**config.mk**
```make
export PLATFORM = sky130hd
export DESIGN_NAME = pot_cook_scheduler
export DESIGN_NICKNAME = d
export VERILOG_FILES = /design/src/rtl/overcooked_pkg.sv /design/src/rtl/pot_slot_fsm.sv /design/src/rtl/pot_cook_scheduler.sv
export SDC_FILE = /design/constraint.sdc
export NUM_CORES = 1
export LEC_CHECK = 0
export ABC_AREA = 1
export BUFFER_PORTS_ARGS = -buffer_cell sky130_fd_sc_hd__buf_2
export CAP_MARGIN = 20
export CORE_UTILIZATION = 25
export CTS_CLUSTER_SIZE = 14
export DETAILED_ROUTE_END_ITERATION = 10
export GPL_TIMING_DRIVEN = 0
export HOLD_SLACK_MARGIN = 0.03
export PLACE_DENSITY = 0.49
export SLEW_MARGIN = 20
export SYNTH_ARGS = -nofsm -noshare
export SYNTH_HDL_FRONTEND = slang
export SYNTH_SLANG_ARGS = --single-unit
export TNS_END_PERCENT = 10
```
**constraint.sdc**
```tcl
create_clock -name clk -period 2.1 [get_ports clk]
set_clock_uncertainty 0.15 [all_clocks]
set_input_delay 0.315 -clock clk [delete_from_list [all_inputs] [get_ports clk]]
set_output_delay 0.315 -clock clk [all_outputs]
set_load 0.05 [all_outputs]
```
**src/rtl/overcooked_pkg.sv**
```systemverilog
// rtl/overcooked_pkg.sv - shared codes and types for the stove pot scheduler (POT_BURN_EN selects burn/fire)
package overcooked_pkg;

    localparam logic [3:0] G_EMPTY      = 4'd0;
    localparam logic [3:0] G_POT_RAW    = 4'd6;
    localparam logic [3:0] G_POT_COOKED = 4'd7;
    localparam logic [3:0] G_POT_FIRE   = 4'd8;

    localparam logic [2:0] GS_WELCOME = 3'd0;
    localparam logic [2:0] GS_START   = 3'd1;
    localparam logic [2:0] GS_PLAY    = 3'd2;
    localparam logic [2:0] GS_PAUSE   = 3'd3;
    localparam logic [2:0] GS_FINISH  = 3'd4;

    typedef enum logic [2:0] {
        S_IDLE,
        S_COOK,
        S_COOK_REQ,
        S_HOLD,
        S_FIRE_REQ,
        S_FIRE
    } slot_state_t;

    typedef struct packed {
        logic [3:0] obj;
        logic [3:0] exp_obj;
    } pot_req_t;

`ifdef POT_BURN_EN
    localparam bit BURN_EN = 1'b1;
`else
    localparam bit BURN_EN = 1'b0;
`endif

endpackage

```
**src/rtl/pot_slot_fsm.sv**
```systemverilog
// rtl/pot_slot_fsm.sv - per-pot cook/burn state machine and seconds counter (POT_BURN_EN enables burn countdown)
module pot_slot_fsm
    import overcooked_pkg::*;
#(
    parameter int COOK_TIME = 10,
    parameter int BURN_TIME = 8
) (
    input  logic       clk,
    input  logic       reset,
    input  logic [2:0] game_state_i,
    input  logic [3:0] cell_i,
    input  logic       sec_pulse_i,
    input  logic       presented_i,
    input  logic       ack_i,
    output logic       pending_o,
    output pot_req_t   req_o,
    output logic [3:0] time_left_o,
    output logic       fire_o
);

    if (COOK_TIME < 1 || COOK_TIME > 15) begin : g_bad_cook
        $error("COOK_TIME must be 1..15");
    end
    if (BURN_TIME < 1 || BURN_TIME > 15) begin : g_bad_burn
        $error("BURN_TIME must be 1..15");
    end

    slot_state_t state_q, state_d;
    logic [3:0]  cnt_q, cnt_d;
    logic        play, pause;

    assign play  = (game_state_i == GS_PLAY);
    assign pause = (game_state_i == GS_PAUSE);

    always_ff @(posedge clk) begin
        if (reset) begin
            state_q <= S_IDLE;
            cnt_q   <= 4'd0;
        end else begin
            state_q <= state_d;
            cnt_q   <= cnt_d;
        end
    end

    always_comb begin
        state_d = state_q;
        cnt_d   = cnt_q;
        if (ack_i) begin
            // The owner consumed our write; advance even if the game left PLAY meanwhile.
            if (state_q == S_COOK_REQ) begin
                state_d = S_HOLD;
`ifdef POT_BURN_EN
                cnt_d   = 4'(BURN_TIME);
`else
                cnt_d   = 4'd0;
`endif
            end else if (state_q == S_FIRE_REQ) begin
                state_d = S_FIRE;
                cnt_d   = 4'd0;
            end
        end else if (presented_i) begin
            state_d = state_q;
        end else if (play) begin
            unique case (state_q)
                S_IDLE: begin
                    if (cell_i == G_POT_RAW) begin
                        state_d = S_COOK;
                        cnt_d   = 4'(COOK_TIME);
                    end
                end
                S_COOK: begin
                    if (cell_i != G_POT_RAW) begin
                        state_d = S_IDLE;
                        cnt_d   = 4'd0;
                    end else if (sec_pulse_i) begin
                        cnt_d = cnt_q - 4'd1;
                        if (cnt_q == 4'd1) state_d = S_COOK_REQ;
                    end
                end
                S_COOK_REQ: if (cell_i != G_POT_RAW) state_d = S_IDLE;
                S_HOLD: begin
                    if (cell_i != G_POT_COOKED) begin
                        state_d = S_IDLE;
                        cnt_d   = 4'd0;
                    end
`ifdef POT_BURN_EN
                    else if (sec_pulse_i) begin
                        cnt_d = cnt_q - 4'd1;
                        if (cnt_q == 4'd1) state_d = S_FIRE_REQ;
                    end
`endif
                end
                S_FIRE_REQ: if (cell_i != G_POT_COOKED) state_d = S_IDLE;
                S_FIRE:     if (cell_i != G_POT_FIRE) state_d = S_IDLE;
                default:    state_d = S_IDLE;
            endcase
        end else if (!pause) begin
            state_d = S_IDLE;
            cnt_d   = 4'd0;
        end
    end

    assign pending_o   = (state_q == S_COOK_REQ) || (state_q == S_FIRE_REQ);
    assign req_o       = (state_q == S_FIRE_REQ) ? '{obj: G_POT_FIRE,   exp_obj: G_POT_COOKED}
                                                 : '{obj: G_POT_COOKED, exp_obj: G_POT_RAW};
    assign time_left_o = (state_q == S_COOK || state_q == S_HOLD) ? cnt_q : 4'd0;
    assign fire_o      = (state_q == S_FIRE);

endmodule

```
**src/rtl/pot_cook_scheduler.sv**
```systemverilog
// rtl/pot_cook_scheduler.sv - four stove pots, second prescaler and round-robin grid write arbiter (POT_BURN_EN)
module pot_cook_scheduler
    import overcooked_pkg::*;
#(
    parameter int FRAMES_PER_SEC = 60,
    parameter int COOK_TIME      = 10,
    parameter int BURN_TIME      = 8
) (
    input  logic            clk,
    input  logic            reset,
    input  logic            tick,
    input  logic [2:0]      game_state,
    input  logic [3:0][3:0] pot_cell,
    input  logic            wr_ack,
    output logic            wr_req,
    output logic [1:0]      wr_slot,
    output logic [3:0]      wr_obj,
    output logic [3:0]      wr_expect,
    output logic [3:0][3:0] time_left,
    output logic            fire_alarm
);

    if (FRAMES_PER_SEC < 1 || FRAMES_PER_SEC > 65535) begin : g_bad_fps
        $error("FRAMES_PER_SEC must be 1..65535");
    end

    logic [15:0] pre_q, pre_d;
    logic        sec_pulse;
    logic        play;

    logic [3:0]  pending, slot_fire, presented, slot_ack;
    pot_req_t    slot_req [4];

    logic        grant_valid;
    logic [1:0]  grant_idx, scan_idx;
    logic [1:0]  ptr_q, ptr_d;
    logic        wr_req_q, wr_req_d;
    logic [1:0]  wr_slot_q, wr_slot_d;
    logic [3:0]  wr_obj_q, wr_obj_d, wr_exp_q, wr_exp_d;
    logic        fire_q, fire_d;

    assign play      = (game_state == GS_PLAY);
    assign sec_pulse = play && tick && (pre_q == 16'(FRAMES_PER_SEC - 1));

    always_comb begin
        pre_d = pre_q;
        if (play && tick) pre_d = sec_pulse ? 16'd0 : pre_q + 16'd1;
    end

    for (genvar i = 0; i < 4; i++) begin : g_slot
        // A slot being granted this cycle is already treated as presented so it cannot vanish under the grant.
        assign presented[i] = (wr_req_q && wr_slot_q == 2'(i)) || (grant_valid && grant_idx == 2'(i));
        assign slot_ack[i]  = wr_ack && wr_req_q && (wr_slot_q == 2'(i));

        pot_slot_fsm #(
            .COOK_TIME (COOK_TIME),
            .BURN_TIME (BURN_TIME)
        ) u_slot (
            .clk          (clk),
            .reset        (reset),
            .game_state_i (game_state),
            .cell_i       (pot_cell[i]),
            .sec_pulse_i  (sec_pulse),
            .presented_i  (presented[i]),
            .ack_i        (slot_ack[i]),
            .pending_o    (pending[i]),
            .req_o        (slot_req[i]),
            .time_left_o  (time_left[i]),
            .fire_o       (slot_fire[i])
        );
    end

    always_comb begin
        grant_valid = 1'b0;
        grant_idx   = 2'd0;
        scan_idx    = 2'd0;
        for (int k = 1; k <= 4; k++) begin
            scan_idx = ptr_q + 2'(k);
            if (!wr_req_q && !grant_valid && pending[scan_idx]) begin
                grant_valid = 1'b1;
                grant_idx   = scan_idx;
            end
        end
    end

    always_comb begin
        wr_req_d  = wr_req_q;
        wr_slot_d = wr_slot_q;
        wr_obj_d  = wr_obj_q;
        wr_exp_d  = wr_exp_q;
        ptr_d     = ptr_q;
        if (wr_req_q) begin
            if (wr_ack) wr_req_d = 1'b0;
        end else if (grant_valid) begin
            wr_req_d  = 1'b1;
            wr_slot_d = grant_idx;
            wr_obj_d  = slot_req[grant_idx].obj;
            wr_exp_d  = slot_req[grant_idx].exp_obj;
            ptr_d     = grant_idx;
        end
        fire_d = BURN_EN & (|slot_fire);
    end

    always_ff @(posedge clk) begin
        if (reset) begin
            pre_q     <= 16'd0;
            ptr_q     <= 2'd3;
            wr_req_q  <= 1'b0;
            wr_slot_q <= 2'd0;
            wr_obj_q  <= 4'd0;
            wr_exp_q  <= 4'd0;
            fire_q    <= 1'b0;
        end else begin
            pre_q     <= pre_d;
            ptr_q     <= ptr_d;
            wr_req_q  <= wr_req_d;
            wr_slot_q <= wr_slot_d;
            wr_obj_q  <= wr_obj_d;
            wr_exp_q  <= wr_exp_d;
            fire_q    <= fire_d;
        end
    end

    assign wr_req     = wr_req_q;
    assign wr_slot    = wr_slot_q;
    assign wr_obj     = wr_obj_q;
    assign wr_expect  = wr_exp_q;
    assign fire_alarm = fire_q;

endmodule

```
Word level (Yosys, flattened, before mapping) --
Cells that the tools add are included.
Storage, ports and cells: bits in registers 57, output and inout bits 28, logic and storage cells 304
Operators by class: $add $sub $neg 8, $lt $le $gt $ge 5, equal/unequal tests 93, muxes and demuxes 125, bitwise operators 2, reductions and logical operators 57
Operators with widths (count):
- $mux W4 | 41
- $mux W3 | 49
- $ne A4 B2 Y1 const B | 16
- $pmux W3 S5 | 4
- $mux W8 | 6
- $ne A4 B3 Y1 const B | 12
- $pmux W4 S3 | 4
- $reduce_and A9 Y1 | 4
- $eq A3 B2 Y1 const B | 10
- $reduce_and A7 Y1 | 4
- $eq A3 B3 Y1 const B | 8
- $logic_and A1 B1 Y1 | 22
- $ne A5 B1 Y1 const B | 4
- $ne A5 B2 Y1 const B | 4
- $ne A5 B3 Y1 const B | 4
- $add A16 B1 Y16 const B | 1
- $bmux W8 S2 | 1
- $eq A16 B6 Y1 const B | 1
- $eq A4 B1 Y1 const B | 4
- $eq A4 B3 Y1 const B | 4
- $mux W16 | 1
- $ne A4 B4 Y1 const B | 4
- $sub A4 B1 Y4 const B | 4
- $eq A3 B1 Y1 const B | 4
- 20 further kinds | 74

Depth between registers and ports, before layout --
Gate-level depths: netlist of the first run.
word-level depth 23, depth in mapped cells 19, gate-level depth less buffers 19

Modules after synthesis --
A second synthesis of the first run with hierarchy kept.
Second synthesis, totals: cell total of the unflattened synthesis 906, area, all modules 5367.6 um2
By module, submodules not included:
- pot_slot_fsm | instances 4, cells each 141, area an instance 807.0 um2, sequential area each 140.1 um2
- pot_cook_scheduler | instances 1, cells each 342, area an instance 2139.6 um2, sequential area each 580.6 um2

Worst setup path after synthesis of the first run --
No wires, ideal clock.
path type reg-to-reg, from reg wr_req_q, in the netlist wr_req, to reg g_slot[3].u_slot.cnt_q[0], library setup time 0.115 ns, data arrival time 2.018 ns, required time 1.835 ns, slack -0.183 ns, stages on the path, launching flop included 12, buffers on the path 0, path through dfxtp_1 inv_2 nor3_1 nand2_1 inv_1 nor2_1 inv_1 nor3_1 a21oi_2 nand2_4 o21ai_1 nor2_1
On the way: longest elaborated chain between the ends 20
Ends and longest elaborated chain:
- start, declared | RTL line pot_cook_scheduler.sv:37 | logic wr_req_q, wr_req_d;
- start signal, assigned | RTL line pot_cook_scheduler.sv:116 | wr_req_q <= wr_req_d;
- $logic_not A1 Y1 | RTL line pot_cook_scheduler.sv:79 | if (!wr_req_q && !grant_valid && pending[scan_idx]) begin
- $logic_and A1 B1 Y1 | RTL line pot_cook_scheduler.sv:79
- $mux W1 | RTL line pot_cook_scheduler.sv:79
- $logic_not A1 Y1 | RTL line pot_cook_scheduler.sv:79
- $logic_and A1 B1 Y1 (2 in series) | RTL line pot_cook_scheduler.sv:79
- $mux W1 | RTL line pot_cook_scheduler.sv:79
- $logic_not A1 Y1 | RTL line pot_cook_scheduler.sv:79
- $logic_and A1 B1 Y1 (2 in series) | RTL line pot_cook_scheduler.sv:79
- $mux W1 | RTL line pot_cook_scheduler.sv:79
- $logic_not A1 Y1 | RTL line pot_cook_scheduler.sv:79
- $logic_and A1 B1 Y1 (2 in series) | RTL line pot_cook_scheduler.sv:79
- $mux W2 | RTL line pot_cook_scheduler.sv:79
- $eq A2 B2 Y1 | RTL line pot_cook_scheduler.sv:52 | assign presented[i] = (wr_req_q && wr_slot_q == 2'(i)) || (grant_valid && grant_idx == 2'(i));
- $logic_and A1 B1 Y1 | RTL line pot_cook_scheduler.sv:52
- $logic_or A1 B1 Y1 | RTL line pot_cook_scheduler.sv:52
- $ne A2 B2 Y1 (no source line)
- $reduce_and A7 Y1 (no source line)
- end signal, assigned | RTL line pot_slot_fsm.sv:41 | cnt_q <= cnt_d;
- end, declared | RTL line pot_slot_fsm.sv:29 | logic [3:0] cnt_q, cnt_d;
Several ways; a longest one is shown, not always the timed one. A chain may end at the register's enable or synchronous reset.

Final worst setup path of the first run --
from reg ptr_q[0], to reg g_slot[0].u_slot.state_q[2]
On the way: longest elaborated chain between the ends 22
Ends and longest elaborated chain:
- start, declared | RTL line pot_cook_scheduler.sv:36 | logic [1:0] ptr_q, ptr_d;
- start signal, assigned | RTL line pot_cook_scheduler.sv:115 | ptr_q <= ptr_d;
- $add A2 B1 Y2 | RTL line pot_cook_scheduler.sv:78 | scan_idx = ptr_q + 2'(k);
- $bmux W1 S2 | RTL line pot_cook_scheduler.sv:79
- $mux W1 (not written as such) | RTL line pot_cook_scheduler.sv:79
- $logic_and A1 B1 Y1 | RTL line pot_cook_scheduler.sv:79
- $mux W1 | RTL line pot_cook_scheduler.sv:79
- $logic_not A1 Y1 | RTL line pot_cook_scheduler.sv:79
- $logic_and A1 B1 Y1 (2 in series) | RTL line pot_cook_scheduler.sv:79
- $mux W1 | RTL line pot_cook_scheduler.sv:79
- [... 4 more ...]
- $logic_not A1 Y1 | RTL line pot_cook_scheduler.sv:79
- $logic_and A1 B1 Y1 (2 in series) | RTL line pot_cook_scheduler.sv:79
- $mux W2 | RTL line pot_cook_scheduler.sv:79
- $logic_not A2 Y1 | RTL line pot_cook_scheduler.sv:52
- $logic_and A1 B1 Y1 (*) | RTL line pot_cook_scheduler.sv:52
- $logic_or A1 B1 Y1 (*) | RTL line pot_cook_scheduler.sv:52
- $ne A2 B2 Y1 (no source line) (*)
- $reduce_and A9 Y1 (no source line) (*)
- end signal, assigned | RTL line pot_slot_fsm.sv:40 | state_q <= state_d;
- end, declared | RTL line pot_slot_fsm.sv:28 | slot_state_t state_q, state_d;
Mark *: on every way between the ends. The rest lies on a longest branch, timed or not. The select of a mux whose other input is x is not followed.

==> metrics.md, run 1 <==
| Metric | Value |
|---|---|
| Outcome | `finished, violations left` |
| Failing checks | `DRC, setup timing` |
| P_leak | `2.24 nW` |
| Max cap viols | `0` |
| Detailed Place HPWL | `8060 um` |
| DRT Pass-1 Iters | `7` |
| DRT antenna net count | `0` |
| Worst min-delay path category | `in -> reg` |
| Top cell type's share of synthesized area | `0.269` |
| Ys Warns | `0` |
| Worst-path cell with the longest stage delay | `dfxtp_2` |
| Antenna fix cells | `0` |
| Slew Limit Fails | `0` |
| Top cells by area, synth | `dfxtp_1 (27%), nor2_1 (11%), nand2_1 (9.8%)` |
| Detailed-route wire length per cell | `12.3 um` |
| Die Ht | `126 um` |
| CTS H-Tree Depth | `2` |
| Largest net degree at the start of global routing | `18` |
| CTS tree | `built` |
| Worst-margin pin slew | `558 ps` |
| Clock latency on the worst-skew pair | `300 ps` |
| Routed via count | `4099` |
| Maximum clock insertion buffer count | `2` |
| Post-layout minimum cycle time | `2250 ps` |
| Layout cells sized above 1 | `0.311` |
| Vias per cell | `4.63` |
| Tcrit/Tclk final | `1.07` |
| Critical path type | `reg -> reg` |
| Worst r2r path cells | `18` |
| Fillers | `1683` |
| DRT iter0 DRCs | `170` |
| Clock-pin slew on the worst setup and hold paths | `70 ps` |
| Post-DP Area | `4350 um2` |
| Max FO, Critical Path | `8` |
| Crit path DAT | `2300 ps` |
| Cells after Synth | `613` |
| Sequential area share after synthesis | `0.269` |
| Yosys reg bits | `52` |
| Number of buffers created by CTS | `5` |
| Nets@finish | `728` |
| Register Area | `1090 um2` |
| Post-synth cell types | `49` |
| Async S/R FF share, synth | `0` |
| WHS Path Cells | `4` |
| CP Cell Sequence | `buf_6 > clkinvlp_4 > nand3_4 > nand3_4 > nand2_4 > nor2_4 > nand2_2 > nand2_2 > inv_2 > nand2_2 > nor2_4 > nand3_2 > nand2_2 > nand2_4 > nand3_4 > nand2_1 > nand2_1 > nor2_1` |
| First-pass GRT wire length | `18500 um` |
| Final instance area | `5050 um2` |
| RePlAce Congestion | `0.828` |
| Ys flop type | `dfxtp_1` |
| IO Port Bufs | `48` |
| Peak supply drop | `0.000636 V` |
| Cell taking the most area after synthesis | `dfxtp_1` |
| CP Launch Type | `flop` |
| Area of the core | `15100 um2` |
| CP endpoint kind | `flop` |
| Area of the multi-input gates | `2670 um2` |
| EDFF count, synth | `0` |
| Top post-synthesis cells by count | `nor2_1 (111), nand2_1 (101), inv_1 (90)` |
| DIE WIDTH | `126 um` |
| Clk sink count | `52` |
| Gr usage total | `0.142` |
| Initial core utilization | `0.255` |
| Mapped Area | `3860 um2` |
| Root Buffer Master | `clkbuf_16` |
| Critical path's largest stage delay | `320 ps` |
| Final Hold Fails | `0` |
| RSZ-0062 raised after global routing | `yes` |
| Mean Syn Cell Area | `6.30 um2` |
| Most common cell on crit path | `nand2_2` |
| Maximum clock frequency | `445 MHz` |
| PnR worst setup slack | `-147 ps` |
| DRC viols | `2` |
| Most frequent cell after synthesis | `nor2_1` |
| Initial antenna violation count | `0` |
| P&R area growth vs syn | `30.8%` |
| Cell Pwr Density | `1330 nW/um2` |
| I/O pin cnt | `51` |
| Data required time of the worst path | `2150 ps` |
| Final hold slack | `254 ps` |
| Die area | `16000 um2` |
| Routed wire length | `10900 um` |
| Vias in the first global route | `3942` |
| Final setup viols | `30` |
| Max-slew headroom | `0.628` |
| Overflow after GRT | `0` |
| Row cnt | `45` |
==> registers in the layout (all words and copies together) (netlist names) <==
| register | flops |
|---|---|
| g_slot.u_slot.cnt_q | 16 |
| g_slot.u_slot.state_q | 12 |
| pre_q | 16 |
| ptr_q | 2 |
| wr_expect | 2 |
| wr_obj | 1 |
| wr_req | 1 |
| wr_slot | 2 |
==> worst paths after layout <==
check        startpoint                     endpoint  slack (ps)
min reg2reg   pre_q[15]                    pre_q[15]         310
max reg2reg    ptr_q[0]  g_slot[0].u_slot.state_q[2]        -150
min               reset                     pre_q[3]         250
max            ptr_q[0]  g_slot[0].u_slot.state_q[2]        -150
==> cell usage in the layout (no fill, tap or decap), drive strengths merged, types with 6 or more instances in the layout <==
cell type,synthesis,layout
nand3,48,48
clkbuf,2,7
nand2,120,120
a21oi,29,29
nor4,11,11
nor2,113,113
nand4,15,15
inv,96,96
o211ai,6,6
a31oi,6,6
o21ai,40,40
dfxtp,52,52
nor3,26,26
buf,10,85
ha,9,9
==> area by class of cell <==
class / instances / area share
clock inverters: 3 / 0.00421
repair buffers: 75 / 0.0901
plain buffers: 12 / 0.0176
flip-flops and latches: 52 / 0.215
well taps: 188 / 0.0465
inverters: 97 / 0.0733
clock buffers: 5 / 0.0248
multi-input cells: 453 / 0.528
==> kinds of logic after synthesis <==
family	Yosys count	synth area share
DFF	52	0.269
adders and majority gates	9	0.0291
and+or+nand+nor	338	0.412
buffers and inverters	109	0.115
AOI/OAI and AO/OA	96	0.153
other	1	0.000971
xor gates and xnor gates	8	0.0201
==> power breakdown <==
group          switching, mW  internal [mW]
Clock                  0.412          0.445
Sequential             0.235           1.23
Combinational           2.85           1.55
==> routing by layer <==
layer | share of wire | global-route usage | vias up
li1 | - | - | 2179
met1 | 0.50 | 0.180 | 1866
met2 | 0.47 | 0.246 | 43
met3 | 0.023 | 0.0211 | 11
met4 | 0.015 | 0.0468 | 0
met5 | 0 | 0 | -
==> worst max-delay path, delay by kind of cell (launching register included) <==
| kind | cells | cell delay, ps |
|---|---|---|
| DFF | 1 | 320 |
| and+or+nand+nor | 15 | 1360 |
| buffers and inverters | 3 | 330 |
==> metrics by stage <==
stage | power, mW | util | TNS (ps) | instances | setup WS, ps
global placement | 5.16 | 0.287 | -40330 | 850 | -1180
global route | 7.38 | 0.334 | -8220 | 885 | -328
finish | 6.72 | 0.334 | -3110 | 885 | -147
CTS | 6.48 | 0.321 | -3440 | 874 | -142
floorplan | 4.39 | - | 0 | 614 | 36.9
detailed placement | 5.13 | 0.287 | -40190 | 850 | -1160
==> timing repair <==
action                     CTS  global route
setup buffers               16            11
hold buffers                 0             0
resized for setup           74            33
setup endpoints to repair   49            45
pin swaps                   28            15
(Power assumes the default switching activity.)
==> inputs of run 2 (changes only) <==
- SYNTH_HIERARCHICAL: unset -> 1
==> metrics.md, run 2 <==
| Metric | Value |
|---|---|
| Outcome | `finished, violations left (unchanged)` |
| Failing checks | `setup timing (was DRC, setup timing)` |
| Crit path to | `g_slot[1].u_slot/cnt_q[3] (was g_slot[0].u_slot.state_q[2])` |
| Peak supply drop | `0.000677 V (was 0.000636 V)` |
| Pre-CTS setup slack | `-761 ps (was -1160 ps)` |
| Clock latency on the worst-skew pair | `340 ps (was 300 ps)` |
| Cell Pwr Density | `1630 nW/um2 (was 1330 nW/um2)` |
| Final instance area | `7040 um2 (was 5050 um2)` |
| Number of buffers created by CTS | `9 (was 5)` |
| CP Cell Sequence | `nor2_4 > nand2_4 > nand2_4 > nand2_2 > nand3_2 > nand2_4 > nand3b_4 > nand2_4 > nand2_8 > nand2_4 > buf_12 > inv_6 > o32ai_2 > nand2_1 > nand2_2 > inv_2 > nand2_2 > inv_4 > nand2_4 > inv_2 > nor2_1 > nor2_1 (was buf_6 > clkinvlp_4 > nand3_4 > nand3_4 > nand2_4 > nor2_4 > nand2_2 > nand2_2 > inv_2 > nand2_2 > nor2_4 > nand3_2 > nand2_2 > nand2_4 > nand3_4 > nand2_1 > nand2_1 > nor2_1)` |
| Worst min-delay path category | `in -> reg (unchanged)` |
| Max cap viols | `0 (unchanged)` |
| Routed wire length | `15100 um (was 10900 um)` |
| Post-DP Area | `6130 um2 (was 4350 um2)` |
| DRT antenna net count | `0 (unchanged)` |
| Max-slew headroom | `0.604 (was 0.628)` |
| Clk sink count | `57 (was 52)` |
| Mean Syn Cell Area | `5.93 um2 (was 6.30 um2)` |
| Maximum clock frequency | `396 MHz (was 445 MHz)` |
| Largest net degree at the start of global routing | `14 (was 18)` |
| Data required time of the worst path | `2190 ps (was 2150 ps)` |
| Worst-path cell with the longest stage delay | `dfxtp_4 (was dfxtp_2)` |
| DRC viols | `0 (was 2)` |
| Worst-margin pin slew | `594 ps (was 558 ps)` |
| Area of the core | `21000 um2 (was 15100 um2)` |
| P_leak | `3.50 nW (was 2.24 nW)` |
| Layout cells sized above 1 | `0.316 (was 0.311)` |
| Gr usage total | `0.141 (was 0.142)` |
| CP startpoint | `g_slot[2].u_slot/state_q[1] (was ptr_q[0])` |
| R2R Path End | `g_slot[1].u_slot/cnt_q[3] (was g_slot[0].u_slot.state_q[2])` |
| Layout Cells excl Fill | `1284 (was 885)` |
| Cells after Synth | `902 (was 613)` |
| Hold Path Origin | `wr_ack (was reset)` |
| Overflow after GRT | `0 (unchanged)` |
| Fillers | `2309 (was 1683)` |
| Ys Warns | `6 (was 0)` |
| Slew Limit Fails | `0 (unchanged)` |
| PnR worst setup slack | `-425 ps (was -147 ps)` |
| CP endpoint kind | `flop (unchanged)` |
| CTS H-Tree Depth | `3 (was 2)` |
| DIE WIDTH | `148 um (was 126 um)` |
| Reg2reg start | `g_slot[2].u_slot/state_q[1] (was ptr_q[0])` |
| Crit path DAT | `2610 ps (was 2300 ps)` |
| Commonest non-fill, non-tap cells in the layout | `nand2_1 (198), nor2_1 (116), nand3_1 (112), inv_1 (98), buf_4 (60) (was nor2_1 (104), nand2_1 (84), inv_1 (82), buf_2 (51), dfxtp_1 (34))` |
| RePlAce Congestion | `0.801 (was 0.828)` |
| Detailed Place HPWL | `11100 um (was 8060 um)` |
| # hold bufs at CTS | `0 (unchanged)` |
| Final setup viols | `37 (was 30)` |
| Largest registers | `g_slot.u_slot/cnt_q x16, pre_q x16, g_slot.u_slot/state_q x12 (was g_slot.u_slot.cnt_q x16, pre_q x16, g_slot.u_slot.state_q x12)` |
| Maximum clock insertion buffer count | `2 (unchanged)` |
| RSZ-0062 raised after global routing | `yes (unchanged)` |
| First-pass GRT wire length | `24800 um (was 18500 um)` |
| Mapped Area | `5350 um2 (was 3860 um2)` |
| Initial core utilization | `0.255 (about the same)` |
| DRT iter0 DRCs | `348 (was 170)` |
| CTS tree | `built (unchanged)` |
| Die area | `22000 um2 (was 16000 um2)` |
| Nets@finish | `1036 (was 728)` |
| Vias in the first global route | `5032 (was 3942)` |
| Final Hold Fails | `0 (unchanged)` |
| Root Buffer Master | `clkbuf_16 (unchanged)` |
| Routed via count | `5665 (was 4099)` |
| Critical path's largest stage delay | `360 ps (was 320 ps)` |
| Vias per cell | `4.41 (was 4.63)` |
| WHS Path Cells | `4 (unchanged)` |
| Initial antenna violation count | `0 (unchanged)` |
| P&R area growth vs syn | `31.5% (was 30.8%)` |
| I/O pin cnt | `51 (unchanged)` |
| Antenna fix cells | `0 (unchanged)` |
| Most common cell on crit path | `nand2_4 (was nand2_2)` |
| Max FO, Critical Path | `6 (was 8)` |
| # placed instances | `1230 (was 850)` |
| Die Ht | `148 um (was 126 um)` |
| Post-layout minimum cycle time | `2520 ps (was 2250 ps)` |
| Area of the multi-input gates | `3860 um2 (was 2670 um2)` |
| IO Port Bufs | `49 (was 48)` |
| Critical path type | `reg -> reg (unchanged)` |
| Most common cell after layout, fill and taps aside | `nand2_1 (was nor2_1)` |
| Clock-pin slew on the worst setup and hold paths | `50 ps (was 70 ps)` |
| Detailed-route wire length per cell | `11.8 um (was 12.3 um)` |
| Register Area | `1190 um2 (was 1090 um2)` |
| PnR Total Power | `11.5 mW (was 6.72 mW)` |
| CP Launch Type | `flop (unchanged)` |
| R2r setup slk | `-420 ps (was -150 ps)` |
| Row cnt | `53 (was 45)` |
| Tcrit/Tclk final | `1.20 (was 1.07)` |
| Worst r2r path cells | `22 (was 18)` |
| DRT Pass-1 Iters | `4 (was 7)` |
[run 2: per-layer routing]
layer,vias to the layer above,global-route usage,part of all wire
met5,-,0,0
met4,0,0.0438,0.011
met3,11,0.0218,0.025
met2,64,0.229,0.47
met1,2547,0.191,0.49
li1,3043,-,-
[run 2: worst min-delay path by stage]
stage,endpoint,slack (ps)
3_3_place_gp,g_slot[0].u_slot/cnt_q[1],300
6_report,wr_req,100
3_5_place_dp,g_slot[0].u_slot/cnt_q[1],310
4_1_cts,wr_req,90
2_1_floorplan,g_slot[0].u_slot/cnt_q[2],230
5_1_grt,wr_req,110
[run 2: stage by stage]
stage | util | hold WS (ps) | setup TNS (ps)
4_1_cts | 0.324 | 90.9 | -11760
3_3_place_gp | 0.291 | 303 | -23060
5_1_grt | 0.335 | 114 | -17280
2_1_floorplan | - | 227 | -7070
3_5_place_dp | 0.291 | 309 | -22740
6_report | 0.335 | 101 | -11320
[run 2: cell type report]
class,count,share of cell area
Inverter,130,0.0752
Sequential cell,57,0.169
Tap cell,275,0.0489
Buffer,38,0.0441
Multi-Input combinational cell,681,0.549
Timing Repair Buffer,87,0.0770
Clock buffer,12,0.0336
Clock inverter,4,0.00320
[run 2: timing repair]
action                                  CTS  global route
pin swaps                                41            28
buffers inserted                         30             8
cloned                                    0             0
gates resized for setup                  51            47
endpoints found under the setup margin   40            49
[run 2: power by group]
group | switching (mW) | internal [mW] | total (mW)
Combinational | 5.10 | 3.36 | 8.46
Clock | 0.535 | 0.792 | 1.33
Sequential | 0.281 | 1.40 | 1.69
[run 2: worst max-delay path: cells and delay by family, from the launching register on]
family,cells,cell delay [ps]
simple gates,16,1500
flops,1,360
buf+inv,5,290
compound gates,1,120
==> inputs of run 3 (changes only) <==
- ABC_AREA: 1 -> unset
- MAX_ROUTING_LAYER: unset -> met4
==> metrics.md, run 3 <==
| Metric | Value |
|---|---|
| Final setup viols | `35 (was 37)` |
| CP endpoint kind | `flop (unchanged)` |
| CP Cell Sequence | `buf_8 > xnor2_4 > nor2_4 > nor2_1 > a21oi_1 > o221ai_2 > and2_4 > buf_6 > a32o_1 > o22ai_2 > o311ai_4 > or4_4 > a21oi_2 (was nor2_4 > nand2_4 > nand2_4 > nand2_2 > nand3_2 > nand2_4 > nand3b_4 > nand2_4 > nand2_8 > nand2_4 > buf_12 > inv_6 > o32ai_2 > nand2_1 > nand2_2 > inv_2 > nand2_2 > inv_4 > nand2_4 > inv_2 > nor2_1 > nor2_1)` |
| Switch Pwr | `0.733 mW (was 5.91 mW)` |
| Final Hold Fails | `0 (unchanged)` |
| CP startpoint | `g_slot[1].u_slot/state_q[2] (was g_slot[2].u_slot/state_q[1])` |
| Cells after Synth | `571 (was 902)` |
| DRT antenna net count | `0 (unchanged)` |
| Maximum clock frequency | `337 MHz (was 396 MHz)` |
| Gr usage total | `0.151 (was 0.141)` |
| WP depth | `13 (was 22)` |
| RePlAce Congestion | `0.820 (was 0.801)` |
| Clk sink count | `57 (unchanged)` |
| Tcrit/Tclk final | `1.41 (was 1.20)` |
| Ys Warns | `6 (unchanged)` |
| Combinational Power Share | `0.103 (was 0.737)` |
| Mean Syn Cell Area | `7.68 um2 (was 5.93 um2)` |
| Commonest non-fill, non-tap cells in the layout | `nor2_1 (68), buf_4 (65), buf_2 (54), dfxtp_1 (48), a21oi_1 (36) (was nand2_1 (198), nor2_1 (116), nand3_1 (112), inv_1 (98), buf_4 (60))` |
| P_leak | `2.34 nW (was 3.50 nW)` |
| Worst min-delay path category | `in -> reg (unchanged)` |
| Die Ht | `134 um (was 148 um)` |
| Critical path's largest stage delay | `550 ps (was 360 ps)` |
| R2r setup slk | `-870 ps (was -420 ps)` |
| Area of the core | `17200 um2 (was 21000 um2)` |
| Sw frac | `0.245 (was 0.515)` |
| Failing checks | `setup timing (unchanged)` |
| PnR worst setup slack | `-867 ps (was -425 ps)` |
| Detailed Place HPWL | `8980 um (was 11100 um)` |
| Vias in the first global route | `4418 (was 5032)` |
| Pint | `2.26 mW (was 5.56 mW)` |
| Mapped Area | `4380 um2 (was 5350 um2)` |
| Max-slew headroom | `0.453 (was 0.604)` |
| Initial core utilization | `0.254 (was 0.255)` |
| Slew Limit Fails | `0 (unchanged)` |
| Routed via count | `4560 (was 5665)` |
| DRT iter0 DRCs | `341 (was 348)` |
| P&R area growth vs syn | `39.9% (was 31.5%)` |
| DRT Pass-1 Iters | `5 (was 4)` |
| Max FO, Critical Path | `7 (was 6)` |
| Power share of the sequential group | `0.370 (was 0.147)` |
| Layout cells sized above 1 | `0.331 (was 0.316)` |
| CP Launch Type | `flop (unchanged)` |
| Clock latency on the worst-skew pair | `340 ps (about the same)` |
| CTS tree | `built (unchanged)` |
| Worst r2r path cells | `13 (was 22)` |
| RSZ-0062 raised after global routing | `yes (unchanged)` |
| Nets@finish | `703 (was 1036)` |
| First-pass GRT wire length | `21200 um (was 24800 um)` |
| Detailed-route wire length per cell | `14.5 um (was 11.8 um)` |
| Pre-CTS setup slack | `-1340 ps (was -761 ps)` |
| Largest registers | `g_slot.u_slot/cnt_q x16, pre_q x16, g_slot.u_slot/state_q x12 (unchanged)` |
| Most common cell after layout, fill and taps aside | `nor2_1 (was nand2_1)` |
| CTS H-Tree Depth | `3 (unchanged)` |
| DRC viols | `0 (unchanged)` |
| Initial antenna violation count | `0 (unchanged)` |
| Final hold slack | `209 ps (was 101 ps)` |
| Critical path type | `reg -> reg (unchanged)` |
| Maximum clock insertion buffer count | `2 (unchanged)` |
| Crit path to | `g_slot[2].u_slot/cnt_q[0] (was g_slot[1].u_slot/cnt_q[3])` |
| Worst-path cell with the longest stage delay | `or4_4 (was dfxtp_4)` |
| Post-layout minimum cycle time | `2970 ps (was 2520 ps)` |
| Antenna fix cells | `0 (unchanged)` |
| Peak supply drop | `0.000368 V (was 0.000677 V)` |
| Routed wire length | `13000 um (was 15100 um)` |
| Worst-margin pin slew | `820 ps (was 594 ps)` |
| WP buf/inv | `2 (was 5)` |
| R2R Path End | `g_slot[2].u_slot/cnt_q[0] (was g_slot[1].u_slot/cnt_q[3])` |
| CP top delay family | `compound AO/OA/AOI/OAI gates (was simple AND/OR/NAND/NOR gates)` |
| IO Port Bufs | `49 (unchanged)` |
| Largest net degree at the start of global routing | `37 (was 14)` |
| Reg2reg start | `g_slot[1].u_slot/state_q[2] (was g_slot[2].u_slot/state_q[1])` |
| Number of buffers created by CTS | `9 (unchanged)` |
| Outcome | `finished, violations left (unchanged)` |
| I/O pin cnt | `51 (unchanged)` |
| Die area | `18100 um2 (was 22000 um2)` |
| Vias per cell | `5.06 (was 4.41)` |
| Overflow after GRT | `0 (unchanged)` |
| Max cap viols | `0 (unchanged)` |
| Cell Pwr Density | `488 nW/um2 (was 1630 nW/um2)` |
| Final TNS setup | `-21810 ps (was -11320 ps)` |
| DIE WIDTH | `134 um (was 148 um)` |
| Row cnt | `48 (was 53)` |
| Clock power frac | `0.527 (was 0.116)` |
| Data required time of the worst path | `2210 ps (was 2190 ps)` |
| Crit path DAT | `3080 ps (was 2610 ps)` |
| Clock-pin slew on the worst setup and hold paths | `60 ps (was 50 ps)` |
| Root Buffer Master | `clkbuf_16 (unchanged)` |
run 3: worst min-delay path by stage:
stage / startpoint / endpoint / depth (start not counted)
2_1_floorplan: reset / g_slot[0].u_slot/cnt_q[0] / 1
5_1_grt: pot_cell[12] / g_slot[3].u_slot/state_q[2] / 4
6_report: pot_cell[12] / g_slot[3].u_slot/state_q[2] / 4
3_3_place_gp: pre_q[1] / pre_q[1] / 2
3_5_place_dp: pre_q[1] / pre_q[1] / 2
4_1_cts: pot_cell[12] / g_slot[3].u_slot/state_q[2] / 4
run 3: layer usage:
layer  up-vias  track usage  routed length (um)
met5         -            -                   0
met4         0       0.0655                 316
met3        28       0.0280                 508
met2        92        0.250                6450
met1      2178        0.179                5760
li1       2262            -                   -
run 3: through the flow:
| stage | cell area [um2] | std cells | util | power (mW) |
|---|---|---|---|---|
| 2_1_floorplan | 4580 | 575 | - | 1.30 |
| 3_3_place_gp | 5110 | 849 | 0.297 | 1.39 |
| 3_5_place_dp | 5110 | 849 | 0.297 | 1.39 |
| 4_1_cts | 5930 | 895 | 0.344 | 3.02 |
| 5_1_grt | 6130 | 901 | 0.356 | 3.11 |
| 6_report | 6130 | 901 | 0.356 | 3.00 |
run 3: what timing repair did:
action                                  CTS  global route
gates resized for setup                  55            45
endpoints found under the setup margin   44            54
hold buffers                              1             0
pin swaps                                40            28
buffers inserted                         32             7
endpoints found under the hold margin     1             0
run 3: worst reg2reg max path: stages, from the launching register on:
cell and delay [ps]:
dfxtp_2 330, buf_8 120, xnor2_4 140, nor2_4 180
nor2_1 70, a21oi_1 190, o221ai_2 150, and2_4 190
buf_6 120, a32o_1 210, o22ai_2 210, o311ai_4 180
or4_4 550, a21oi_2 120
run 3: power groups by stage:
stage | combinational [mW] | sequential, mW | clock (mW)
final | 0.310 | 1.11 | 1.58
after floorplan | 0.174 | 1.13 | 0
after detailed placement | 0.267 | 1.13 | 0
after CTS | 0.291 | 1.11 | 1.63
after global placement | 0.262 | 1.13 | 0
after global routing | 0.339 | 1.11 | 1.67
run 3: final cells by class:
cell class                 count  area [um2]
timing repair buffer          89         571
sequential                    57        1150
fill                        1747       11100
buffer                        48         373
inverter                      35         138
tap                          225         282
multi-input combinational    431        3310
clock inverter                 5        80.1
clock buffer                  11         233
